## config.mk

```make
export PLATFORM = sky130hd
export DESIGN_NAME = instr_fetch_flat
export DESIGN_NICKNAME = d
export VERILOG_FILES = /design/src/rtl/cpu_pkg.sv /design/src/rtl/instr_fetch_if.sv /design/src/rtl/fetch_queue.sv /design/src/rtl/instr_fetch.sv /design/src/flat_wrapper.sv
export SDC_FILE = /design/constraint.sdc
export NUM_CORES = 1
export LEC_CHECK = 0
export ABC_AREA = 1
export BUFFER_PORTS_ARGS = -buffer_cell sky130_fd_sc_hd__buf_4
export CAP_MARGIN = 20
export CORE_MARGIN = 2
export CORE_UTILIZATION = 45
export DETAILED_ROUTE_END_ITERATION = 8
export SKIP_CTS_REPAIR_TIMING = 1
export SLEW_MARGIN = 10
export SYNTH_ARGS = -nofsm -noshare
export SYNTH_HDL_FRONTEND = slang
export SYNTH_HIERARCHICAL = 1
export SYNTH_SLANG_ARGS = --single-unit
```

## constraint.sdc

```tcl
create_clock -name clock -period 7.1 [get_ports clock]
set_clock_uncertainty 0.2 [all_clocks]
set_input_delay 0.355 -clock clock [delete_from_list [all_inputs] [get_ports clock]]
set_output_delay 0.355 -clock clock [all_outputs]
set_load 0.01 [all_outputs]
```

## src/rtl/cpu_pkg.sv

```systemverilog
// cpu_pkg: shared fetch defaults and the fetch control state type.
// No ports; imported by the instruction fetch RTL.
package cpu_pkg;

  localparam int PCLEN_DEF  = 16;
  localparam int IWIDTH_DEF = 32;
  localparam int DEPTH_DEF  = 4;

  typedef enum logic {
    RUN   = 1'b0,
    FLUSH = 1'b1
  } fetch_state_t;

endpackage

```

## src/rtl/instr_fetch_if.sv

```systemverilog
// instr_fetch_if: imem req/gnt/rvalid bus plus decode valid/ready bus.
// master = fetch unit; slave = memory and decode side.
interface instr_fetch_if #(
  parameter int PCLEN  = cpu_pkg::PCLEN_DEF,
  parameter int IWIDTH = cpu_pkg::IWIDTH_DEF
);

  logic              imem_req;
  logic [PCLEN-1:0]  imem_addr;
  logic              imem_gnt;
  logic              imem_rvalid;
  logic [IWIDTH-1:0] imem_rdata;
  logic              instr_valid;
  logic              instr_ready;
  logic [IWIDTH-1:0] instr;
  logic [PCLEN-1:0]  instr_pc;

  modport master (
    output imem_req, imem_addr,
    input  imem_gnt, imem_rvalid, imem_rdata,
    output instr_valid, instr, instr_pc,
    input  instr_ready
  );

  modport slave (
    input  imem_req, imem_addr,
    output imem_gnt, imem_rvalid, imem_rdata,
    input  instr_valid, instr, instr_pc,
    output instr_ready
  );

endinterface

```

## src/rtl/fetch_queue.sv

```systemverilog
// fetch_queue: in-order {pc, instr, filled} slots with alloc/fill/rd pointers.
// Ports: alloc (pc), fill (instr), pop, flush; outputs count and head slot.
module fetch_queue
  import cpu_pkg::*;
#(
  parameter int PCLEN  = PCLEN_DEF,
  parameter int IWIDTH = IWIDTH_DEF,
  parameter int DEPTH  = DEPTH_DEF,
  localparam int AW    = $clog2(DEPTH),
  localparam int CW    = AW + 1
) (
  input  logic              clock,
  input  logic              reset,
  input  logic              flush_i,
  input  logic              alloc_i,
  input  logic [PCLEN-1:0]  alloc_pc_i,
  input  logic              fill_i,
  input  logic [IWIDTH-1:0] fill_instr_i,
  input  logic              pop_i,
  output logic [CW-1:0]     count_o,
  output logic              head_valid_o,
  output logic [IWIDTH-1:0] head_instr_o,
  output logic [PCLEN-1:0]  head_pc_o
);

  logic [PCLEN-1:0]  pc_q    [DEPTH];
  logic [IWIDTH-1:0] instr_q [DEPTH];
  logic [DEPTH-1:0]  filled_q;
  logic [DEPTH-1:0]  filled_d;
  logic [AW-1:0]     alloc_q;
  logic [AW-1:0]     fill_q;
  logic [AW-1:0]     rd_q;
  logic [CW-1:0]     count_q;

  // fill always targets an allocated, unfilled slot, so it never
  // collides with the filled head being popped.
  always_comb begin
    filled_d = filled_q;
    if (pop_i)  filled_d[rd_q]   = 1'b0;
    if (fill_i) filled_d[fill_q] = 1'b1;
  end

  always_ff @(posedge clock or posedge reset) begin
    if (reset) begin
      for (int i = 0; i < DEPTH; i++) begin
        pc_q[i]    <= '0;
        instr_q[i] <= '0;
      end
      filled_q <= '0;
      alloc_q  <= '0;
      fill_q   <= '0;
      rd_q     <= '0;
      count_q  <= '0;
    end else if (flush_i) begin
      filled_q <= '0;
      alloc_q  <= '0;
      fill_q   <= '0;
      rd_q     <= '0;
      count_q  <= '0;
    end else begin
      if (alloc_i) begin
        pc_q[alloc_q] <= alloc_pc_i;
        alloc_q       <= alloc_q + 1'b1;
      end
      if (fill_i) begin
        instr_q[fill_q] <= fill_instr_i;
        fill_q          <= fill_q + 1'b1;
      end
      if (pop_i) rd_q <= rd_q + 1'b1;
      filled_q <= filled_d;
      count_q  <= count_q + CW'(alloc_i) - CW'(pop_i);
    end
  end

  assign count_o      = count_q;
  assign head_valid_o = filled_q[rd_q];
  assign head_instr_o = instr_q[rd_q];
  assign head_pc_o    = pc_q[rd_q];

endmodule

```

## src/rtl/instr_fetch.sv

```systemverilog
// instr_fetch: fetch PC stream, imem requests with credit and drop control.
// Ports: clock, reset, redirect/redirect_pc, bus (imem + decode handshakes).
module instr_fetch
  import cpu_pkg::*;
#(
  parameter int PCLEN  = PCLEN_DEF,
  parameter int IWIDTH = IWIDTH_DEF,
  parameter int DEPTH  = DEPTH_DEF
) (
  input  logic             clock,
  input  logic             reset,
  input  logic             redirect,
  input  logic [PCLEN-1:0] redirect_pc,
  instr_fetch_if.master    bus
);

  localparam int CW = $clog2(DEPTH) + 1;
  localparam logic [CW-1:0] FULL = CW'(DEPTH);

  fetch_state_t     state_q;
  logic [PCLEN-1:0] fptr_q;
  logic [CW-1:0]    outst_q;
  logic [CW-1:0]    outst_d;
  logic [CW-1:0]    drop_q;
  logic [CW-1:0]    drop_d;
  logic [CW-1:0]    count;
  logic             req;
  logic             grant;
  logic             rsp;
  logic             keep;
  logic             consume;
  logic             head_valid;
  logic [IWIDTH-1:0] head_instr;
  logic [PCLEN-1:0] head_pc;

  // reset gates req so the request drops the instant reset asserts
  assign req     = ~reset & ~redirect
                 & (count < FULL) & (outst_q < FULL);
  assign grant   = req & bus.imem_gnt;
  assign rsp     = bus.imem_rvalid;
  assign keep    = rsp & (state_q == RUN) & ~redirect;
  assign consume = head_valid & bus.instr_ready;
  assign outst_d = outst_q + CW'(grant) - CW'(rsp);

  // on redirect everything still in flight after this cycle is stale
  always_comb begin
    drop_d = drop_q;
    if (redirect)
      drop_d = outst_d;
    else if (rsp && drop_q != '0)
      drop_d = drop_q - 1'b1;
  end

  always_ff @(posedge clock or posedge reset) begin
    if (reset) begin
      state_q <= RUN;
      fptr_q  <= '0;
      outst_q <= '0;
      drop_q  <= '0;
    end else begin
      outst_q <= outst_d;
      drop_q  <= drop_d;
      if (redirect)
        fptr_q <= redirect_pc;
      else if (grant)
        fptr_q <= fptr_q + 1'b1;
      unique case (state_q)
        RUN:     if (drop_d != '0) state_q <= FLUSH;
        FLUSH:   if (drop_d == '0) state_q <= RUN;
        default: state_q <= RUN;
      endcase
    end
  end

  fetch_queue #(
    .PCLEN  (PCLEN),
    .IWIDTH (IWIDTH),
    .DEPTH  (DEPTH)
  ) u_queue (
    .clock        (clock),
    .reset        (reset),
    .flush_i      (redirect),
    .alloc_i      (grant),
    .alloc_pc_i   (fptr_q),
    .fill_i       (keep),
    .fill_instr_i (bus.imem_rdata),
    .pop_i        (consume),
    .count_o      (count),
    .head_valid_o (head_valid),
    .head_instr_o (head_instr),
    .head_pc_o    (head_pc)
  );

  assign bus.imem_req    = req;
  assign bus.imem_addr   = fptr_q;
  assign bus.instr_valid = head_valid;
  assign bus.instr       = head_instr;
  assign bus.instr_pc    = head_pc;

endmodule
```

## src/flat_wrapper.sv

```systemverilog
// flat-port wrapper written by rule: the top's interface ports become plain ports
module instr_fetch_flat import cpu_pkg::*;
#(
  parameter int PCLEN  = PCLEN_DEF,
  parameter int IWIDTH = IWIDTH_DEF,
  parameter int DEPTH  = DEPTH_DEF
)
  (clock, reset, redirect, redirect_pc, bus_imem_req, bus_imem_addr, bus_imem_gnt, bus_imem_rvalid, bus_imem_rdata, bus_instr_valid, bus_instr, bus_instr_pc, bus_instr_ready);
  instr_fetch_if #(.PCLEN(PCLEN), .IWIDTH(IWIDTH)) bus_i ();
  input  logic clock;
  input  logic reset;
  input  logic redirect;
  input  logic [PCLEN-1:0] redirect_pc;
  output wire logic [$bits(bus_i.imem_req)-1:0] bus_imem_req;
  output wire logic [$bits(bus_i.imem_addr)-1:0] bus_imem_addr;
  input wire logic [$bits(bus_i.imem_gnt)-1:0] bus_imem_gnt;
  input wire logic [$bits(bus_i.imem_rvalid)-1:0] bus_imem_rvalid;
  input wire logic [$bits(bus_i.imem_rdata)-1:0] bus_imem_rdata;
  output wire logic [$bits(bus_i.instr_valid)-1:0] bus_instr_valid;
  output wire logic [$bits(bus_i.instr)-1:0] bus_instr;
  output wire logic [$bits(bus_i.instr_pc)-1:0] bus_instr_pc;
  input wire logic [$bits(bus_i.instr_ready)-1:0] bus_instr_ready;
  assign bus_imem_req = bus_i.imem_req;
  assign bus_imem_addr = bus_i.imem_addr;
  assign bus_i.imem_gnt = bus_imem_gnt;
  assign bus_i.imem_rvalid = bus_imem_rvalid;
  assign bus_i.imem_rdata = bus_imem_rdata;
  assign bus_instr_valid = bus_i.instr_valid;
  assign bus_instr = bus_i.instr;
  assign bus_instr_pc = bus_i.instr_pc;
  assign bus_i.instr_ready = bus_instr_ready;
  instr_fetch #(.PCLEN(PCLEN), .IWIDTH(IWIDTH), .DEPTH(DEPTH)) u_core (.clock(clock), .reset(reset), .redirect(redirect), .redirect_pc(redirect_pc), .bus(bus_i));
endmodule
```

* Word-level counts from Yosys, hierarchy flattened *
Index checks and enable logic that the tools add are counted.

word-level totals
  latch bits = 0
  bits of input ports = 54
  memories = 0
  bits in read-only memories = 0
  flip-flop bits (word level) = 228
  word-level logic and storage cells = 101
  memory bits (writable) = 0

operators by class
  bitwise operators = 16
  $lt $le $gt $ge = 11
  shift-type cells = 0
  add/sub/neg operators = 9
  multipliers = 0
  div/mod/pow operators = 0
  eq/ne operators = 0
  reduce and logical (&&, ||, !) cells = 13
  multiplexer cells = 35

operators with widths
  kind                                                                   number
  128-bit bitwise mux                                                    1
  32-bit 2-to-1 mux                                                      3
  16-bit 2-to-1 mux                                                      5
  32-bit binary-select mux with 2-bit select                             1
  64-bit bitwise mux                                                     1
  32-bit demux with 2-bit select                                         1
  16-bit binary-select mux with 2-bit select                             1
  16-bit demux with 2-bit select                                         1
  16-bit by 1-bit adder with 16-bit output (second input constant)       1
  2-bit 2-to-1 mux                                                       6
  4-bit 2-to-1 mux                                                       3
  3-bit >= comparator (second input constant)                            3
  3-bit 2-to-1 mux                                                       3
  2-bit inverter with 3-bit output                                       3
  1-bit AND                                                              7
  2-bit by 1-bit adder with 2-bit output (second input constant)         3
  3-bit by 1-bit adder with 3-bit output                                 2
  2-bit by 3-bit < comparator with 1-bit output (second input constant)  2
  3-bit by 1-bit < comparator with 1-bit output (second input constant)  2
  3-bit < comparator (second input constant)                             2
  2-bit nonzero test                                                     3
  3-bit nonzero test                                                     2
  3-bit by 1-bit subtractor with 3-bit output                            2
  1-bit logical AND                                                      5
  12 further kinds                                                       21

* Depth between registers and ports, before layout *
Gate-level depths: netlist (run 1).

  word-level depth = 11
  gate-level depth with buffers = 16
  mapped depth without buffers = 14

* Cells and area by module *
The synthesis (run 1) kept the hierarchy.

by module, submodules not included
  module       area each (µm²)  times used  cells an instance
  fetch_queue  9913.3           1           1133
  instr_fetch  1579.0           1           224

* Least setup slack after synthesis (run 1) *
No wires, ideal clock.

  path type = input to register
  from = in reset
  to = reg u_core.state_q
  stages = 10
  buffers on the path = 0
  arrival time = 2.433 ns
  setup slack = 4.339 ns
  data required time = 6.772 ns
  cells stage by stage = inv_1 -> nand4_4 -> ha_1 -> inv_1 -> ha_1 -> inv_1 -> fa_1 -> o21ai_0 -> nor2_1 -> nand2_1

between the ends
  cells in the longest elaborated chain, start to end = 11
  elaborated cells on any way between the ends = 13
  classes of those cells = 2 x add/sub; 4 x mux; 5 x bitwise; 2 x reduce/logical

ends and longest elaborated chain
  item                                                   line                                  text
  from (decl)                                            flat_wrapper.sv:11                    input logic reset;
  1-bit inverter (*)                                     instr_fetch.sv:37                     assign req = ~reset & ~redirect
  1-bit AND (*)                                          instr_fetch.sv:37
  1-bit AND (*) (2 in a row)                             instr_fetch.sv:38                     & (count < FULL) & (outst_q < FULL);
  1-bit AND (*)                                          instr_fetch.sv:39                     assign grant = req & bus.imem_gnt;
  3-bit by 1-bit adder with 3-bit output (*)             instr_fetch.sv:43                     assign outst_d = outst_q + CW'(grant) - CW'(rsp);
  3-bit by 1-bit subtractor with 3-bit output (*)        instr_fetch.sv:43
  3-bit 2-to-1 mux (*)                                   instr_fetch.sv:48                     if (redirect)
  via u_core.drop_d[1]                                   instr_fetch.sv:25                     logic [CW-1:0] drop_d;
  3-bit zero test or 3-bit nonzero test (tied branches)  instr_fetch.sv:69, instr_fetch.sv:68
  1-bit 2-to-1 mux (on tied branches)                    instr_fetch.sv:69, instr_fetch.sv:68
  1-bit one-hot mux with 2 select lines (*)              instr_fetch.sv:67                     unique case (state_q)
  to (signal assigned)                                   instr_fetch.sv:68                     RUN: if (drop_d != '0) state_q <= FLUSH;
  to (signal assigned)                                   instr_fetch.sv:69                     FLUSH: if (drop_d == '0) state_q <= RUN;
  to (signal assigned)                                   instr_fetch.sv:70                     default: state_q <= RUN;
  to (decl)                                              instr_fetch.sv:20                     fetch_state_t state_q;

The timed path passes the listed nets; every way through them passes the cells marked *.
A chain may end at the register's enable or synchronous reset.

* Final worst setup path (run 1) *
  from = reg u_core.u_queue.rd_q[0]
  to = out bus_instr[14]

between the ends
  cells in the longest elaborated chain, start to end = 4

ends and longest elaborated chain
  item                                                    line                text
  from (decl)                                             fetch_queue.sv:32   logic [AW-1:0] rd_q;
  from (signal assigned)                                  fetch_queue.sv:69   if (pop_i) rd_q <= rd_q + 1'b1;
  2-bit inverter with 3-bit output (not written as such)  fetch_queue.sv:77   assign head_instr_o = instr_q[rd_q];
  32-bit binary-select mux with 2-bit select              fetch_queue.sv:77
  32-bit 2-to-1 mux (not written as such) (2 in a row)    fetch_queue.sv:77
  to (decl)                                               flat_wrapper.sv:20  output wire logic [$bits(bus_i.instr)-1:0] bus_instr;

No other way between the ends. The select of a mux whose other input is x is not followed.

==> results of run 1 <==
-- report_power, final --
group	switching (mW)	internal, mW
logic	0.633	0.516
registers	0.135	1.49
clock network	0.538	0.808
-- cells in the final DEF (no fill, tap or decap), drive strengths merged, types with 2 or more instances in the layout --
cell type    count
clkbuf          34
o21ai          202
o211ai         100
dlygate4sd3     44
o21bai           2
nand4            5
ha              19
inv            203
nand2          447
xnor2            3
dfrtp          228
bufinv           2
nor2            22
fa               2
clkinv          13
nand3           37
a21oi            2
buf            125
xor2             3
-- worst paths after layout --
kind	start	cells after the start	to	slack, ps
worst max-delay path	u_core/u_queue/rd_q[0]$_DFFE_PP0P_	6	bus_instr[14]	3500
worst min-delay path	redirect_pc[8]	5	u_core/bus.imem_addr[8]$_DFFE_PP0P_	-60
worst max register to register	u_core/u_queue/rd_q[1]$_DFFE_PP0P_	13	u_core/u_queue/count_o[2]$_DFF_PP0_	3860
worst min register to register	u_core/u_queue/instr_q[13]$_DFFE_PP0P_	2	u_core/u_queue/instr_q[13]$_DFFE_PP0P_	280
max in group asynchronous	reset	4	u_core/u_queue/rd_q[1]$_DFFE_PP0P_	5130
min in group asynchronous	reset	3	u_core/bus.imem_addr[10]$_DFFE_PP0P_	190
-- sequential cells by signal (all words and copies together) (netlist names) --
signal	count
u_core/bus.imem_addr	16
u_core/drop_q	3
u_core/state_q	1
u_core/u_queue/rd_q	2
u_core/u_queue/instr_q	128
u_core/u_queue/alloc_q	2
u_core/u_queue/pc_q	64
u_core/u_queue/filled_q	4
u_core/u_queue/count_o	3
u_core/u_queue/fill_q	2
u_core/outst_q	3
-- layer usage --
layer | vias up | GRT usage, % | wire [um]
met4 | 0 | 4.07 | 474
met2 | 166 | 32.8 | 12400
met5 | - | 0 | 0
met1 | 4192 | 28.3 | 12400
li1 | 4577 | - | -
met3 | 33 | 2.25 | 962
-- cell families (layout without fill, tap and decap cells) --
kind of cell	Yosys count	after routing	share of synthesized area, %
compound gates	308	308	17.9
flops	228	228	49.6
fa+ha+maj	21	21	2.42
buf+inv	281	422	11.3
xor+xnor	6	6	0.457
simple gates	513	513	18.4
-- cells in the mapped netlist (all sizes together) (3+ instances only) --
cell type	instances
buf	51
nand4	5
ha	19
nand2	447
o211ai	100
clkbuf	26
inv	202
nor2	22
xnor2	3
nand3	37
dfrtp	228
xor2	3
o21ai	202
-- area by class of cell --
class | count | area (sq um) | share of cell area, %
clock buffers | 34 | 742 | 5.43
clock inverters | 15 | 128 | 0.934
inverters | 204 | 783 | 5.73
multi-input cells | 848 | 4490 | 32.9
flip-flops and latches | 228 | 5710 | 41.8
well taps | 330 | 413 | 3.02
repair buffers | 169 | 1400 | 10.2
-- worst reg2reg max path, cell delays in order (launching register included) --
cell and delay (ps):
dfrtp_2 750, buf_4 480, o211ai_1 150, nand2_1 160, nand2_1 70, inv_1 210, ha_1 290, inv_1 60
ha_1 150, inv_1 60, fa_1 380, nand3_1 90, nand2_1 50, nor2_1 80
-- per-stage QoR --
| stage | instance area (sq um) | total power [mW] | worst slack [ps] | utilization [%] |
|---|---|---|---|---|
| 2_1_floorplan | 11500 | 2.34 | 949 | - |
| 3_3_place_gp | 12300 | 2.77 | 3710 | 49.1 |
| 3_5_place_dp | 12300 | 2.79 | 3630 | 49.1 |
| 4_1_cts | 13200 | 4.15 | 3520 | 52.6 |
| 5_1_grt | 13700 | 4.40 | 3290 | 54.4 |
| 6_report | 13700 | 4.12 | 3500 | 54.4 |
==> results.ini, run 1 <==
[outcome]
outcome = finished with violations
violations = hold timing

[worst_setup_path]
cp_max_fo = 108
cp.arrival_ps = 3040
slowest_stage = buf_4
cpPeakStageDelay_ps = 930
required_ps = 6550
path_cells = inv_6 -> buf_4 -> nand2_1 -> o211ai_1 -> nand2_1 -> buf_4
critical-path-top-delay-family = buffers and inverters
worst_setup_path_end_kind = output pin
worst-path-buf-inv = 3
critical_path_class = flip-flop to output pin
worstSetupStartpointType = flip-flop

[detailed_routing]
drt_iter0_markers = 682
vias = 8968
postRouteWirelength_um = 26300
wl_per_cell_um = 14.4
vias_per_cell = 4.91
drtAntennaViolNets = 0
remaining_drc_errors = 0
first_pass_iters = 4

[logic_synthesis]
synth_top_area_share_pct = 49.6
ys_seq_area_share_pct = 49.6
netlist_area_sq_mm = 0.0115
netlist_top_cells_area = dfrtp_1, nand2_1, inv_1
synth-seq-cells = 228
synth_top_flop_cell = dfrtp_1
synth_edf_count = 0
synth_cell_types = 35
async_reset_ff_share_pct = 100
synthCells = 1357
ys_warn_count = 6
syn-num-nets = 1432
yosys.area.top_type = dfrtp_1
avgSynthCellArea_sq_um = 8.47

[die]
fp.dieW_um = 164
ios = 120
coreArea_sq_mm = 0.0251
die_y_um = 164
initial_core_util_pct = 45.8
rows = 58
die_area_sq_mm = 0.0268

[finish]
antenna-diode-count = 0
fillers = 2443
drive_gt1_share_pct = 17.4
final_nets = 1553
final_cells = 1828
syn_to_final_growth_pct = 18.9

[cts]
cts_root_buf = clkbuf_16
cts.sinks = 228
clkLatencyLatePin_ps = 530
clk_path_buf_depth = 3
cts_buffers = 27
clk_pin_slew_ps = 60
tritoncts = yes
htreeDepth = 1

[timing]
slew_violations = 0
fin_crit_ps = 3600
slew_headroom_pct = 27.9
finalHoldViolCount = 16
clock.fmax_ghz = 0.278
finalSetupViolCount = 0
finalCritPeriodShare_pct = 50.7
rsz0062_at_grt = false
worst_slew_pin_slew_ps = 1080
timing.setup.tns_ps = 0
whs_ps = -56.2

[placement]
place_hpwl_um = 15400
numPlacedInstances = 1734
portBuffers = 119
gp_congestion = 0.756

[global_route]
grt_overflow = 0
grt_max_degree = 109
antenna_found_initial = 0
grtUsageTotal_pct = 19.8
grt_pass1_wl_um = 43200
grt_pass1_vias = 8296

[min_path]
min_path_type = input pin to flip-flop

[power_and_ir_drop]
power_density_mw_per_mm2 = 302
p_leak_nw = 7.25
ir_worst_vdd_mv = 0.217

[job]
maxCapViolations = 0

No activity file was read; power rests on OpenSTA's default activity.
==> run 2: changes to the inputs <==
--- a/config.mk
+++ b/config.mk
@@ -5,12 +5,13 @@
 export SDC_FILE = /design/constraint.sdc
 export NUM_CORES = 1
 export LEC_CHECK = 0
-export ABC_AREA = 1
+export ABC_AREA = 0
 export BUFFER_PORTS_ARGS = -buffer_cell sky130_fd_sc_hd__buf_4
 export CAP_MARGIN = 20
 export CORE_MARGIN = 2
 export CORE_UTILIZATION = 45
 export DETAILED_ROUTE_END_ITERATION = 8
+export PLACE_DENSITY = 0.66
 export SKIP_CTS_REPAIR_TIMING = 1
 export SLEW_MARGIN = 10
 export SYNTH_ARGS = -nofsm -noshare
==> constraint.sdc (replaced) <==
create_clock -name clock -period 3.22 [get_ports clock]
set_clock_uncertainty 0.2 [all_clocks]
set_input_delay 0.161 -clock clock [delete_from_list [all_inputs] [get_ports clock]]
set_output_delay 0.161 -clock clock [all_outputs]
set_load 0.01 [all_outputs]
==> run 2 against run 1 <==
- the flow still finishes with violations (hold timing)
- sequential power rose by 120%
- clock power rose by 130%
- synthesized cell count fell by 50%
- highest routed layer unchanged
==> results.ini, run 2 <==
[global_route]
grt_pass1_wl_um = 38600  ; was 43200 um
grtUsageTotal_pct = 18.5  ; was 19.8%
grt_pass1_vias = 6925  ; was 8296
antenna_found_initial = 0  ; unchanged
grt_max_degree = 109  ; unchanged
grt_overflow = 0  ; unchanged

[power_and_ir_drop]
power_density_mw_per_mm2 = 634  ; was 302 mW/mm^2
p_leak_nw = 7.00  ; was 7.25 nW
ir_worst_vdd_mv = 0.514  ; was 0.217 mV
p_total_mw = 8.72  ; was 4.12 mW

[logic_synthesis]
synth_edf_count = 0  ; unchanged
synth_top_flop_cell = dfrtp_1  ; unchanged
synthCells = 677  ; was 1357
netlist_area_sq_mm = 0.0112  ; was 0.0115 sq mm
synth_most_common_cell = dfrtp_1  ; was nand2_1
syn-num-nets = 752  ; was 1432
synth_cell_types = 46  ; was 35
synth-seq-cells = 228  ; unchanged
synth_top_area_share_pct = 51.1  ; was 49.6%
synthTopCellsByCount = dfrtp_1, mux2_4, mux2_2  ; was nand2_1, dfrtp_1, inv_1
avgSynthCellArea_sq_um = 16.5  ; was 8.47 sq um
ys_warn_count = 6  ; unchanged
netlist_top_cells_area = dfrtp_1, mux2_4, mux4_2  ; was dfrtp_1, nand2_1, inv_1
ys_seq_area_share_pct = 51.1  ; was 49.6%
async_reset_ff_share_pct = 100  ; unchanged
yosys.area.top_type = dfrtp_1  ; unchanged

[worst_setup_path]
path_cells = nor4b_2 -> nand2_1 -> ha_1 -> inv_1 -> ha_1 -> inv_1 -> fa_1 -> xnor2_1 -> xnor2_1 -> mux2_2 -> or3_1  ; was inv_6 -> buf_4 -> nand2_1 -> o211ai_1 -> nand2_1 -> buf_4
critical_path_class = flip-flop to flip-flop  ; was flip-flop to output pin
required_ps = 3420  ; was 6550 ps
critical-path-top-delay-family = simple AND/OR/NAND/NOR gates  ; was buffers and inverters
cp_max_fo = 3  ; was 108
worst_setup_path_end_kind = flip-flop  ; was output pin
worst-path-buf-inv = 2  ; was 3
worstSetupStartpointType = flip-flop  ; unchanged
cp.arrival_ps = 3290  ; was 3040 ps
cpPeakStageDelay_ps = 410  ; was 930 ps
slowest_stage = dfrtp_1  ; was buf_4

[finish]
final_nets = 928  ; was 1553
fillers = 1879  ; was 2443
top_register = u_core/u_queue/instr_q  ; unchanged
final_cell_area_sq_mm = 0.0138  ; was 0.0137 sq mm
final_cell_mix = dfrtp_1, mux2_4, buf_4  ; was nand2_1, dfrtp_1, inv_1
fin_util_pct = 56.6  ; was 54.4%
largest_reg_flops = 128  ; unchanged
antenna-diode-count = 0  ; unchanged
final_cells = 1195  ; was 1828
layout_commonest_cell = dfrtp_1  ; was nand2_1
syn_to_final_growth_pct = 23.3  ; was 18.9%
drive_gt1_share_pct = 51.0  ; was 17.4%

[cts]
clkLatencyLatePin_ps = 520  ; was 530 ps
clk_pin_slew_ps = 60  ; about the same
htreeDepth = 1  ; unchanged
cts.sinks = 228  ; unchanged
tritoncts = yes  ; unchanged
clk_path_buf_depth = 3  ; unchanged
cts_buffers = 25  ; was 27
cts_root_buf = clkbuf_16  ; unchanged

[die]
rows = 57  ; was 58
ios = 120  ; unchanged
coreArea_sq_mm = 0.0243  ; was 0.0251 sq mm
die_y_um = 161  ; was 164 um
fp.dieW_um = 161  ; was 164 um
initial_core_util_pct = 45.9  ; was 45.8%
die_area_sq_mm = 0.0261  ; was 0.0268 sq mm

[timing]
finalWorstSetupSlack_ps = 126  ; was 3500 ps
timing.setup.tns_ps = 0  ; unchanged
finalCritPeriodShare_pct = 96.1
clock.fmax_ghz = 0.323
slew_violations = 0  ; unchanged
finalHoldViolCount = 1  ; was 16
slew_headroom_pct = 38.2  ; was 27.9%
finalSetupViolCount = 0  ; unchanged
whs_ps = -17.6  ; was -56.2 ps
rsz0062_at_grt = false  ; unchanged
worst_slew_pin_slew_ps = 925  ; was 1080 ps
fin_crit_ps = 3090

[detailed_routing]
wl_per_cell_um = 20.1  ; was 14.4 um
first_pass_iters = 4  ; unchanged
postRouteWirelength_um = 24000  ; was 26300 um
remaining_drc_errors = 0  ; unchanged
drtAntennaViolNets = 0  ; unchanged
drt_iter0_markers = 346  ; was 682
vias_per_cell = 5.32  ; was 4.91
vias = 6356  ; was 8968

[min_path]
min_path_type = input pin to flip-flop  ; unchanged

[placement]
gp_congestion = 0.790  ; was 0.756
pre_cts_slack_ps = 148  ; was 3630 ps
numPlacedInstances = 1097  ; was 1734
portBuffers = 119  ; unchanged
place_hpwl_um = 15000  ; was 15400 um
place_area_sq_mm = 0.0123  ; about the same

[outcome]
outcome = finished with violations  ; unchanged
violations = hold timing  ; unchanged

[job]
maxCapViolations = 0  ; unchanged

-- run 2: cell types whose count changed in the layout (fill, tap and decap cells not counted), sizes merged, moves of 8 or more --
| cell | delta |
|---|---|
| buf | +9 |
| clkinv | -8 |
| dlygate4sd3 | +9 |
| inv | -182 |
| mux2 | +196 |
| mux4 | +49 |
| nand2 | -421 |
| nand3 | -31 |
| nand3b | +8 |
| nor2 | -13 |
| o211ai | -99 |
| o21ai | -191 |
-- run 2: tightest hold or removal path, delay by kind of cell --
kind                   cells  cell delay [ps]
XOR/XNOR                   1              150
buffers and inverters      1              110
AO/OA/AOI/OAI              1              100
AND/OR/NAND/NOR            1              120
-- run 2: final cells by class --
type,count,area [sq um],area share (%)
clock inverters,11,186,1.36
multi-input cells,389,5050,36.7
flip-flops and latches,228,5710,41.5
clock buffers,34,719,5.23
inverters,22,86.3,0.628
repair buffers,187,1600,11.7
well taps,324,405,2.95
-- run 2: worst paths after layout --
path                            depth (start not counted)                                 from                                    to  slack, ps
worst max-delay path                                   11          u_core/outst_q[2]$_DFF_PP0_              u_core/state_q$_DFF_PP0_        130
worst min-delay path                                    4                      bus_imem_rvalid            u_core/drop_q[0]$_DFF_PP0_        -20
min in group asynchronous                               4                                reset   u_core/u_queue/count_o[2]$_DFF_PP0_        180
worst max register to register                         11          u_core/outst_q[2]$_DFF_PP0_              u_core/state_q$_DFF_PP0_        130
worst min register to register                          1  u_core/u_queue/pc_q[25]$_DFFE_PP0P_   u_core/u_queue/pc_q[25]$_DFFE_PP0P_        300
max in group asynchronous                               3                                reset  u_core/bus.imem_addr[14]$_DFFE_PP0P_       2010
-- run 2: power by group --
part / internal, mW / total [mW] / switching (mW)
logic: 1.26 / 2.06 / 0.802
registers: 3.27 / 3.55 / 0.278
clock network: 1.96 / 3.11 / 1.15
-- run 2: cells by family after synthesis --
kind of cell	count (synthesis)	synth area share, %
and+or+nand+nor	72	4.65
muxes	250	34.8
buffers and inverters	60	3.67
AOI/OAI and AO/OA	32	1.99
DFF	228	51.1
adders and majority gates	21	2.49
xor gates and xnor gates	14	1.22
-- run 2: per-layer routing --
| layer | track usage (%) | vias to the layer above | part of all wire (%) |
|---|---|---|---|
| met3 | 3.52 | 27 | 4.4 |
| met1 | 25.4 | 3359 | 44 |
| met5 | 0 | - | 0 |
| li1 | - | 2821 | - |
| met4 | 4.26 | 0 | 1.7 |
| met2 | 30.6 | 149 | 50 |
